--- src/rtl/pg_pkg.sv ---
// Shared types for the multi-channel adder/accumulator: operation modes and
// the channel-index width helper.
package pg_pkg;

  typedef enum logic [1:0] {
    MODE_ADD = 2'd0,
    MODE_SAT = 2'd1,
    MODE_ACC = 2'd2,
    MODE_CLR = 2'd3
  } pg_mode_e;

  // A single channel still needs a one-bit index so that in_ch exists.
  function automatic int ch_width(input int n);
    return (n > 1) ? $clog2(n) : 1;
  endfunction

endpackage

--- src/rtl/pg_accum_core_if.sv ---
// Operation/result handshake bundle between the upstream source, the
// accumulator core and the downstream consumer.
interface pg_accum_core_if #(
  parameter int WIDTH    = 8,
  parameter int CHANNELS = 4
);
  import pg_pkg::*;

  localparam int CW = ch_width(CHANNELS);

  logic             in_valid;
  logic             in_ready;
  pg_mode_e         in_mode;
  logic [CW-1:0]    in_ch;
  logic [WIDTH-1:0] in_a;
  logic [WIDTH-1:0] in_b;
  logic             out_valid;
  logic             out_ready;
  logic [WIDTH-1:0] out_sum;
  logic             out_carry;
  logic [CW-1:0]    out_ch;
  logic             ovf_sticky;

  modport master (
    output in_valid, in_mode, in_ch, in_a, in_b, out_ready,
    input  in_ready, out_valid, out_sum, out_carry, out_ch, ovf_sticky
  );

  modport slave (
    input  in_valid, in_mode, in_ch, in_a, in_b, out_ready,
    output in_ready, out_valid, out_sum, out_carry, out_ch, ovf_sticky
  );

endinterface

--- src/rtl/pg_acc_bank.sv ---
// Per-channel accumulator registers: one shared read/write index, cleared on
// reset. Indices beyond CHANNELS read as zero and never write.
module pg_acc_bank
  import pg_pkg::*;
#(
  parameter int WIDTH    = 8,
  parameter int CHANNELS = 4,
  localparam int CW      = ch_width(CHANNELS)
) (
  input  logic             clk,
  input  logic             rst_n,
  input  logic [CW-1:0]    idx,
  output logic [WIDTH-1:0] rd_data,
  output logic             rd_hit,
  input  logic             wr_en,
  input  logic [WIDTH-1:0] wr_data
);

  logic [WIDTH-1:0] acc_q [CHANNELS];
  logic [WIDTH-1:0] acc_d [CHANNELS];

  always_comb begin
    acc_d   = acc_q;
    rd_data = '0;
    rd_hit  = 1'b0;
    for (int i = 0; i < CHANNELS; i++) begin
      if (idx == CW'(i)) begin
        rd_data = acc_q[i];
        rd_hit  = 1'b1;
        if (wr_en) begin
          acc_d[i] = wr_data;
        end
      end
    end
  end

  always_ff @(posedge clk) begin
    if (!rst_n) begin
      acc_q <= '{default: '0};
    end else begin
      acc_q <= acc_d;
    end
  end

endmodule

--- src/rtl/pg_accum_core.sv ---
// Multi-channel adder/accumulator with a single registered result stage,
// valid/ready handshake, saturating add and a sticky overflow flag.
module pg_accum_core
  import pg_pkg::*;
#(
  parameter int WIDTH    = 8,
  parameter int CHANNELS = 4,
  localparam int CW      = ch_width(CHANNELS)
) (
  input  logic           clk,
  input  logic           rst_n,
  pg_accum_core_if.slave bus
);

  logic             out_valid_q, out_valid_d;
  logic [WIDTH-1:0] out_sum_q, out_sum_d;
  logic             out_carry_q, out_carry_d;
  logic [CW-1:0]    out_ch_q, out_ch_d;
  logic             ovf_sticky_q, ovf_sticky_d;

  logic             in_ready;
  logic             accept;
  logic [WIDTH:0]   full;
  logic [WIDTH-1:0] res_sum;
  logic             res_carry;
  logic [WIDTH-1:0] acc_rd;
  logic             acc_hit;
  logic             acc_wr_en;
  logic [WIDTH-1:0] acc_wr_data;

  assign in_ready = !out_valid_q || bus.out_ready;
  assign accept   = bus.in_valid && in_ready;

  pg_acc_bank #(
    .WIDTH    (WIDTH),
    .CHANNELS (CHANNELS)
  ) u_bank (
    .clk     (clk),
    .rst_n   (rst_n),
    .idx     (bus.in_ch),
    .rd_data (acc_rd),
    .rd_hit  (acc_hit),
    .wr_en   (acc_wr_en),
    .wr_data (acc_wr_data)
  );

  // Result datapath; accumulator writes are gated by accept so stalls and
  // idle cycles leave every channel untouched.
  always_comb begin
    full        = '0;
    res_sum     = '0;
    res_carry   = 1'b0;
    acc_wr_en   = 1'b0;
    acc_wr_data = '0;
    case (bus.in_mode)
      MODE_ADD: begin
        full      = {1'b0, bus.in_a} + {1'b0, bus.in_b};
        res_sum   = full[WIDTH-1:0];
        res_carry = full[WIDTH];
      end
      MODE_SAT: begin
        full      = {1'b0, bus.in_a} + {1'b0, bus.in_b};
        res_carry = full[WIDTH];
        res_sum   = full[WIDTH] ? '1 : full[WIDTH-1:0];
      end
      MODE_ACC: begin
        if (acc_hit) begin
          full        = {1'b0, acc_rd} + {1'b0, bus.in_a};
          res_sum     = full[WIDTH-1:0];
          res_carry   = full[WIDTH];
          acc_wr_en   = accept;
          acc_wr_data = full[WIDTH-1:0];
        end
      end
      MODE_CLR: begin
        if (acc_hit) begin
          res_sum     = acc_rd;
          acc_wr_en   = accept;
          acc_wr_data = '0;
        end
      end
      default: ;
    endcase
  end

  always_comb begin
    out_valid_d  = out_valid_q;
    out_sum_d    = out_sum_q;
    out_carry_d  = out_carry_q;
    out_ch_d     = out_ch_q;
    ovf_sticky_d = ovf_sticky_q;
    if (accept) begin
      out_valid_d  = 1'b1;
      out_sum_d    = res_sum;
      out_carry_d  = res_carry;
      out_ch_d     = bus.in_ch;
      ovf_sticky_d = ovf_sticky_q || res_carry;
    end else if (bus.out_ready) begin
      out_valid_d = 1'b0;
    end
  end

  always_ff @(posedge clk) begin
    if (!rst_n) begin
      out_valid_q  <= 1'b0;
      out_sum_q    <= '0;
      out_carry_q  <= 1'b0;
      out_ch_q     <= '0;
      ovf_sticky_q <= 1'b0;
    end else begin
      out_valid_q  <= out_valid_d;
      out_sum_q    <= out_sum_d;
      out_carry_q  <= out_carry_d;
      out_ch_q     <= out_ch_d;
      ovf_sticky_q <= ovf_sticky_d;
    end
  end

  assign bus.in_ready   = in_ready;
  assign bus.out_valid  = out_valid_q;
  assign bus.out_sum    = out_sum_q;
  assign bus.out_carry  = out_carry_q;
  assign bus.out_ch     = out_ch_q;
  assign bus.ovf_sticky = ovf_sticky_q;

endmodule

--- src/flat_wrapper.sv ---
// flat-port wrapper written by rule: the top's interface ports become plain ports
module pg_accum_core_flat import pg_pkg::*;
#(
  parameter int WIDTH    = 8,
  parameter int CHANNELS = 4,
  localparam int CW      = ch_width(CHANNELS)
)
  (clk, rst_n, bus_in_valid, bus_in_mode, bus_in_ch, bus_in_a, bus_in_b, bus_out_ready, bus_in_ready, bus_out_valid, bus_out_sum, bus_out_carry, bus_out_ch, bus_ovf_sticky);
  pg_accum_core_if #(.WIDTH(WIDTH), .CHANNELS(CHANNELS)) bus_i ();
  input  logic clk;
  input  logic rst_n;
  input wire logic [$bits(bus_i.in_valid)-1:0] bus_in_valid;
  input wire logic [$bits(bus_i.in_mode)-1:0] bus_in_mode;
  input wire logic [$bits(bus_i.in_ch)-1:0] bus_in_ch;
  input wire logic [$bits(bus_i.in_a)-1:0] bus_in_a;
  input wire logic [$bits(bus_i.in_b)-1:0] bus_in_b;
  input wire logic [$bits(bus_i.out_ready)-1:0] bus_out_ready;
  output wire logic [$bits(bus_i.in_ready)-1:0] bus_in_ready;
  output wire logic [$bits(bus_i.out_valid)-1:0] bus_out_valid;
  output wire logic [$bits(bus_i.out_sum)-1:0] bus_out_sum;
  output wire logic [$bits(bus_i.out_carry)-1:0] bus_out_carry;
  output wire logic [$bits(bus_i.out_ch)-1:0] bus_out_ch;
  output wire logic [$bits(bus_i.ovf_sticky)-1:0] bus_ovf_sticky;
  assign bus_i.in_valid = bus_in_valid;
  assign bus_i.in_mode = bus_in_mode;
  assign bus_i.in_ch = bus_in_ch;
  assign bus_i.in_a = bus_in_a;
  assign bus_i.in_b = bus_in_b;
  assign bus_i.out_ready = bus_out_ready;
  assign bus_in_ready = bus_i.in_ready;
  assign bus_out_valid = bus_i.out_valid;
  assign bus_out_sum = bus_i.out_sum;
  assign bus_out_carry = bus_i.out_carry;
  assign bus_out_ch = bus_i.out_ch;
  assign bus_ovf_sticky = bus_i.ovf_sticky;
  pg_accum_core #(.WIDTH(WIDTH), .CHANNELS(CHANNELS)) u_core (.clk(clk), .rst_n(rst_n), .bus(bus_i));
endmodule
--- config.mk ---
export PLATFORM = sky130hd
export DESIGN_NAME = pg_accum_core_flat
export DESIGN_NICKNAME = d
export VERILOG_FILES = /design/src/rtl/pg_pkg.sv /design/src/rtl/pg_accum_core_if.sv /design/src/rtl/pg_acc_bank.sv /design/src/rtl/pg_accum_core.sv /design/src/flat_wrapper.sv
export SDC_FILE = /design/constraint.sdc
export NUM_CORES = 1
export LEC_CHECK = 0
export ABC_AREA = 1
export ABC_CLOCK_PERIOD_IN_PS = 2850
export BUFFER_PORTS_ARGS = -buffer_cell sky130_fd_sc_hd__buf_2
export CAP_MARGIN = 20
export CORE_AREA = 2 2 75 77
export DETAILED_ROUTE_END_ITERATION = 8
export DIE_AREA = 0 0 77 79
export PLACE_DENSITY = 0.85
export SLEW_MARGIN = 20
export SYNTH_ARGS = -nofsm -noshare
export SYNTH_HDL_FRONTEND = slang
export SYNTH_SLANG_ARGS = --single-unit
--- constraint.sdc ---
create_clock -name clk -period 2.85 [get_ports clk]
set_input_delay 0.1425 -clock clk [delete_from_list [all_inputs] [get_ports clk]]
set_output_delay 0.1425 -clock clk [all_outputs]
set_load 0.1 [all_outputs]
==> summary.txt, run 1 <==
Status
  • Status: finished, final reports clean

Power and ir drop
  • Switching Share: a little under two fifths
  • Worst IR Drop VDD: around 0.00042 V
  • Combinational Power Share: around 30%
  • Internal Pwr Total: 954 uW
  • NetSw: 569 uW
  • Final Total Pwr: 1520 uW
  • Pwr/cell area: approximately 510 nW/um^2
  • Leakage Power: roughly 0.0015 uW
  • Clock power share: roughly a quarter
  • Seq pwr share: between 40% and 50%

Setup path
  • Cell depth of the worst flop-to-flop path: 13
  • Crit-path max FO: 5
  • CP Launch Type: register
  • R2R Setup Slk: about 0.44 ns
  • CP Capture Type: register
  • Worst endpoint required time: 3.05 ns
  • Setup Crit Path Kind: reg2reg
  • Worst r2r src: u_core.u_bank.acc_q[24]$_SDFFE_PN0P_
  • Arrival @ worst endpoint: ~2.6 ns
  • FF-to-FF End: u_core.bus.out_sum[4]$_SDFFE_PN0P_

Logic synthesis
  • Mapped Avg Cell Area: a little under 7 um^2
  • Post-synth ARST share: 0%
  • Seq/Total Area, Yosys: 33.5%
  • Area contributors post-synth: dfxtp_1, nand2_1, o21ai_0, a21oi_1, ha_1
  • Warnings from Yosys: 0
  • Main flop type after synthesis: dfxtp_1
  • Synthesized instance count: ~400
  • Count of cell types in the netlist: 26
  • Area of the mapped netlist: approximately 2700 um^2
  • Mapped Nets: 437
  • Seq cells post-synth: between 40 and 50
  • Post-synth EDFFs: 0
  • Yosys top cell area share: about a third
  • Synth area leader: dfxtp_1

Placement
  • GPL Wtd Cong: roughly 1.0
  • PortBufs: 37
  • Placed instance area: between 2000 and 3000 um^2
  • Hpwl dp: between 5 and 6 mm

Min path
  • Hold path cells: 4
  • Sink of the worst hold path: u_core.bus.out_valid$_SDFFE_PN0P_
  • Worst hold path class: in2reg
  • Hold_sp: bus_out_ready

STA
  • Clock Skews: 0.00647 ns
  • Final setup violating endpoints: 0
  • Setup TNS: 0 ns
  • Max-slew headroom: between 60% and 70%
  • Worst-Margin Slew: between 0.5 and 0.6 ns
  • Hold Slack: 0.144 ns
  • Slew Limit Fails: 0
  • Post-route minimum period: 2.41 ns
  • Period utilisation layout: 84.5%
  • Unrepaired setup endpoints after global routing: no
  • Final Hold Viols: 0
  • Fmax achieved: about 420 MHz

Drt
  • Routed Antenna Nets: 0
  • Vias per cell: roughly 5.4
  • DRC viols: 0
  • Routed wire per std cell: between 10 and 15 um
  • Via Count: approximately 2,700
  • DRC marker count from the first detailed-route iteration: between 100 and 150
  • Drt first pass iters: 4
  • Final WL: 6.73 mm

Global routing
  • GRT Total Usage: a little under a quarter
  • Initial antenna violation count: 0
  • Vias in the first global route: 2,575
  • Grt total ovfl: 0
  • First-pass GRT wire length: approximately 11 mm
  • Largest net degree at the start of global routing: 42

Cells and area
  • Final Cell Area: 2980 um^2
  • Fillers: 546
  • Layout area overhead: 10.8%
  • Antenna cell count: 0
  • Final Util: a little under three fifths
  • NumNets Final: 470
  • Share of layout cells above drive strength 1: 13.5%

Clocking
  • Clock slew at reported path FFs: about 0.080 ns
  • Post-CTS Setup Bufs: 0
  • PostCTS Resize Cnt: 0
  • CTS Sinks: 45
  • Clock latency at the later pin of the worst-skew pair: about 0.30 ns
  • Total CTS buffers: 5
  • Root Buffer: clkbuf_8
  • Clk buf depth: 2
  • H-tree Lvls: 2
  • CTS tree: done
  • Hold buffers post-CTS: 0

Die
  • Rows: 27
  • Die ar.: roughly 6100 um^2
  • IO Pins: 38
  • Die width: ~77 um
  • Die Ht: roughly 79 um
  • Core area: ~5300 um^2
  • Starting Density: 50.4%

Job
  • Max-Cap Viols: 0
[critical path: stages, from the launching register on]
cell and delay (ns):
dfxtp_1 0.32, o21ai_0 0.18, nand2_1 0.07, o21ai_0 0.09
nand2_1 0.13, ha_1 0.24, fa_1 0.39, nand2_1 0.10
nand2_1 0.12, a21oi_1 0.13, nand3b_1 0.22, nand3_1 0.12
a21oi_1 0.15, nor2_1 0.05
[final cells by class]
class,count,area [um^2],share of cell area (%)
multi-input combinational,301,1580,52.9
sequential,45,901,30.2
timing repair buffer,37,185,6.21
inverter,38,143,4.78
tap,72,90.1,3.02
clock buffer,6,72.6,2.43
clock inverter,2,15.0,0.503
[cell usage in the layout (no fill, tap or decap), types with 2 or more instances in the layout]
| cell type | count |
|---|---|
| nand3b_1 | 3 |
| fa_1 | 2 |
| ha_1 | 16 |
| xnor2_1 | 2 |
| buf_2 | 37 |
| nand4_1 | 2 |
| nor2_4 | 4 |
| o21ai_0 | 57 |
| nand2_1 | 94 |
| nand2_2 | 3 |
| inv_1 | 36 |
| dfxtp_1 | 45 |
| nor2_1 | 30 |
| nand3_1 | 22 |
| a21oi_1 | 56 |
| clkbuf_8 | 5 |
| inv_2 | 2 |
| clkinvlp_4 | 2 |
| nand2_4 | 2 |
| o21ai_2 | 2 |
[power groups by stage]
| stage | Sequential [uW] | Clock (uW) | Combinational [uW] |
|---|---|---|---|
| 3_5_place_dp | 688 | 0 | 451 |
| 3_3_place_gp | 688 | 0 | 441 |
| 4_1_cts | 674 | 403 | 452 |
| 6_report | 674 | 393 | 455 |
| 2_1_floorplan | 802 | 0 | 241 |
| 5_1_grt | 677 | 424 | 501 |
[routing by layer]
metal	track usage, %	wire length (um)	up-vias
li1	-	-	1376
met1	28.5	3040	1219
met2	41.1	3170	75
met3	4.09	401	13
met4	7.86	125	0
met5	0	0	-
[how the worst max path moves through the flow]
stage                                         start                                    to  slack, ns  cells after the start
2_1_floorplan     u_core.bus.out_valid$_SDFFE_PN0P_  u_core.u_bank.acc_q[15]$_SDFFE_PN0P_       0.29                      8
3_3_place_gp                           bus_in_ch[1]    u_core.bus.out_sum[4]$_SDFFE_PN0P_       0.27                     17
3_5_place_dp                           bus_in_ch[1]    u_core.bus.out_sum[4]$_SDFFE_PN0P_       0.26                     17
4_1_cts        u_core.u_bank.acc_q[24]$_SDFFE_PN0P_    u_core.bus.out_sum[4]$_SDFFE_PN0P_       0.47                     13
5_1_grt        u_core.u_bank.acc_q[24]$_SDFFE_PN0P_    u_core.bus.out_sum[4]$_SDFFE_PN0P_       0.14                     13
6_report       u_core.u_bank.acc_q[24]$_SDFFE_PN0P_    u_core.bus.out_sum[4]$_SDFFE_PN0P_       0.44                     13
[through the flow]
step | worst slack (ns) | std cells
finish | 0.443 | 501
global placement | 0.265 | 493
floorplan | 0.291 | 395
CTS | 0.469 | 501
global route | 0.141 | 501
detailed placement | 0.258 | 493
[logic make-up (layout without fill, tap and decap cells)]
| family | Yosys count | after routing | synth area share (%) |
|---|---|---|---|
| XOR/XNOR | 2 | 2 | 0.651 |
| AO/OA/AOI/OAI | 118 | 118 | 22.4 |
| adder cells (fa/ha/maj) | 18 | 18 | 8.92 |
| AND/OR/NAND/NOR | 163 | 163 | 26.5 |
| flip-flops | 45 | 45 | 33.5 |
| buffers and inverters | 49 | 83 | 8.09 |
[flip-flops by register name (all words and copies together) (netlist names)]
| register | count |
|---|---|
| u_core.bus.out_valid | 1 |
| u_core.bus.out_carry | 1 |
| u_core.u_bank.acc_q | 32 |
| u_core.bus.ovf_sticky | 1 |
| u_core.bus.out_sum | 8 |
| u_core.bus.out_ch | 2 |
[synthesized netlist by cell type (3+ instances only)]
master	number
nor2_4	4
a21oi_1	56
o21ai_0	57
nor2_1	30
nand3_1	22
buf_4	5
clkbuf_1	4
dfxtp_1	45
inv_1	36
ha_1	16
nand2_1	95
nand3b_1	3
(Power assumes the default switching activity.)
==> run 2: changes to the inputs <==
ABC_CLOCK_PERIOD_IN_PS = 2300   (was 2850)
clock period = 2.3 ns   (was 2.85 ns; I/O delays follow)
==> run 2 against run 1 <==
Effect of this change: first-iteration DRC count increased by 63%; final cell count increased by 1.6%; worst hold slack got worse by 0.051 ns; critical endpoint is now u_core.u_bank.acc_q[14]$_SDFFE_PN0P_.
==> summary.txt, run 2 (synthesis gave the netlist of run 1 again) <==
Global routing
  • Initial antenna violation count: 0 (unchanged)
  • Largest net degree at the start of global routing: 42 (unchanged)
  • First-pass GRT wire length: 11.1 mm (-2.4%)
  • Grt total ovfl: 0 (unchanged)
  • Vias in the first global route: 2,468 (-4.2%)
  • GRT Total Usage: 22.3% (-0.84 points)

Cells and area
  • Commonest non-fill, non-tap cell in the layout: nand2_1
  • Fillers: 524 (-4.0%)
  • Max reg flops: 32 (unchanged)
  • Antenna cell count: 0 (unchanged)
  • NumNets Final: 478 (+1.7%)
  • Most frequent cells in the layout: nand2_1, o21ai_0, a21oi_1
  • Share of layout cells above drive strength 1: 17.4% (+3.9 points)
  • Layout area overhead: 15.9%
  • Top reg by flops: u_core.u_bank.acc_q
  • Final Cell Area: 3120 um^2 (+4.6%)

STA
  • Final Hold Viols: 0 (unchanged)
  • Slew Limit Fails: 0 (unchanged)
  • Worst-Margin Slew: 0.599 ns (-0.00101 ns)
  • Hold Slack: 0.0925 ns (-0.0513 ns)
  • Fmax achieved: 469 MHz (+13%)
  • Final setup violating endpoints: 0 (unchanged)
  • Period utilisation layout: 92.7% (+8.2 points)
  • Post-route minimum period: 2.13 ns (-0.275 ns)
  • Max-slew headroom: 60.1% (+0.068 points)
  • Clock Skews: 0.00510 ns (-0.00136 ns)

Status
  • Status: finished, final reports clean

Clocking
  • Hold buffers post-CTS: 0 (unchanged)
  • H-tree Lvls: 2 (unchanged)
  • Clock latency at the later pin of the worst-skew pair: 0.30 ns (about the same)
  • Total CTS buffers: 5 (unchanged)
  • Clk buf depth: 2 (unchanged)
  • CTS tree: done
  • Clock slew at reported path FFs: 0.08 ns (about the same)
  • CTS Sinks: 45 (unchanged)
  • Root Buffer: clkbuf_8

Power and ir drop
  • Worst IR Drop VDD: 0.000337 V (-21%)
  • NetSw: 709 uW (+25%)
  • Clock power share: 30.3% (+4.5 points)
  • Pwr/cell area: 658 nW/um^2 (+29%)
  • Combinational Power Share: 29.0% (-0.9 points)
  • Final Total Pwr: 2050 uW (+35%)
  • Seq pwr share: 40.7% (-3.6 points)
  • Internal Pwr Total: 1340 uW (+41%)
  • Switching Share: 34.5% (-2.8 points)
  • Leakage Power: 0.00152 uW (+3.8%)

Placement
  • Placed instance area: 2950 um^2 (+1.9%)
  • GPL Wtd Cong: 1.04 (+3.1%)
  • Hpwl dp: 5.03 mm (-1.2%)
  • PortBufs: 37 (unchanged)

Die
  • Rows: 27 (unchanged)
  • Core area: 5340 um^2 (unchanged)
  • Die width: 77 um (unchanged)
  • Die ar.: 6080 um^2 (unchanged)
  • IO Pins: 38 (unchanged)
  • Starting Density: 50.4% (unchanged)
  • Die Ht: 79 um (unchanged)

Setup path
  • Worst Setup SP: u_core.u_bank.acc_q[24]$_SDFFE_PN0P_
  • Worst endpoint required time: 2.53 ns (-0.52 ns)
  • Worst r2r src: u_core.u_bank.acc_q[24]$_SDFFE_PN0P_
  • Setup Crit Path Kind: reg2reg
  • Crit-path max FO: 4 (-1)
  • CP Launch Type: register
  • Arrival @ worst endpoint: 2.36 ns (-0.25 ns)
  • CP Capture Type: register

Drt
  • Via Count: 2,750 (+2.5%)
  • Routed wire per std cell: 13.2 um (-1.6%)
  • DRC marker count from the first detailed-route iteration: 201 (+63%)
  • Routed Antenna Nets: 0 (unchanged)
  • DRC viols: 0 (unchanged)
  • Final WL: 6.73 mm (about the same)
  • Vias per cell: 5.40 (+0.89%)
  • Drt first pass iters: 5 (+1)

Min path
  • Hold_sp: bus_out_ready
  • Worst hold path class: in2reg

Job
  • Max-Cap Viols: 0 (unchanged)
run 2: through the flow:
step	TNS [ns]	setup slack (ns)	utilization [%]	instances
2_1_floorplan	0	0.169	-	395
3_3_place_gp	0	0.0131	55.3	500
6_report	0	0.168	58.5	509
5_1_grt	-0.00315	-0.00315	58.5	509
3_5_place_dp	-0.0214	-0.0214	55.3	500
4_1_cts	0	0.0842	57.4	508
run 2: final timing paths:
path,cells after the start,to,slack [ns]
max,14,u_core.u_bank.acc_q[14]$_SDFFE_PN0P_,0.17
min,4,u_core.bus.out_valid$_SDFFE_PN0P_,0.09
max reg2reg,14,u_core.u_bank.acc_q[14]$_SDFFE_PN0P_,0.17
min reg2reg,2,u_core.bus.ovf_sticky$_SDFFE_PN0P_,0.45
run 2: power groups by stage:
| stage | clock network, uW | logic (uW) | registers [uW] |
|---|---|---|---|
| after floorplan | 0 | 299 | 994 |
| after global placement | 0 | 557 | 852 |
| after detailed placement | 0 | 569 | 854 |
| after CTS | 625 | 572 | 836 |
| after global routing | 662 | 651 | 840 |
| final | 622 | 595 | 836 |
run 2: layout make-up:
| class | instances | area (um^2) | share of cell area [%] |
|---|---|---|---|
| Inverter | 38 | 143 | 4.57 |
| Clock buffer | 7 | 86.3 | 2.77 |
| Sequential cell | 45 | 902 | 28.9 |
| Timing Repair Buffer | 45 | 245 | 7.86 |
| Clock inverter | 1 | 30.0 | 0.962 |
| Multi-Input combinational cell | 301 | 1620 | 52.0 |
| Tap cell | 72 | 90.1 | 2.89 |
run 2: what timing repair did:
action                                  in CTS  in global routing
resized for setup                            0                 11
endpoints found under the setup margin       0                 13
setup buffers                                0                  1
run 2: worst max-delay path, stage by stage, from the launching register on:
cell and delay, ns:
dfxtp_1 0.32, o21ai_1 0.13, nand2_1 0.07, o21ai_0 0.07
nand2_1 0.09, ha_1 0.22, fa_2 0.36, nand2_2 0.09
nand2_2 0.08, nand4_1 0.10, nand2_1 0.07, nand2_1 0.07
nand3_1 0.10, buf_4 0.18, a21oi_1 0.12
run 2: per-layer routing:
layer	vias up	wire length, um	global-route usage (%)
met4	0	104	5.54
met1	1234	2990	29.1
met2	110	3170	38.9
li1	1391	-	-
met5	-	0	0
met3	15	464	3.52
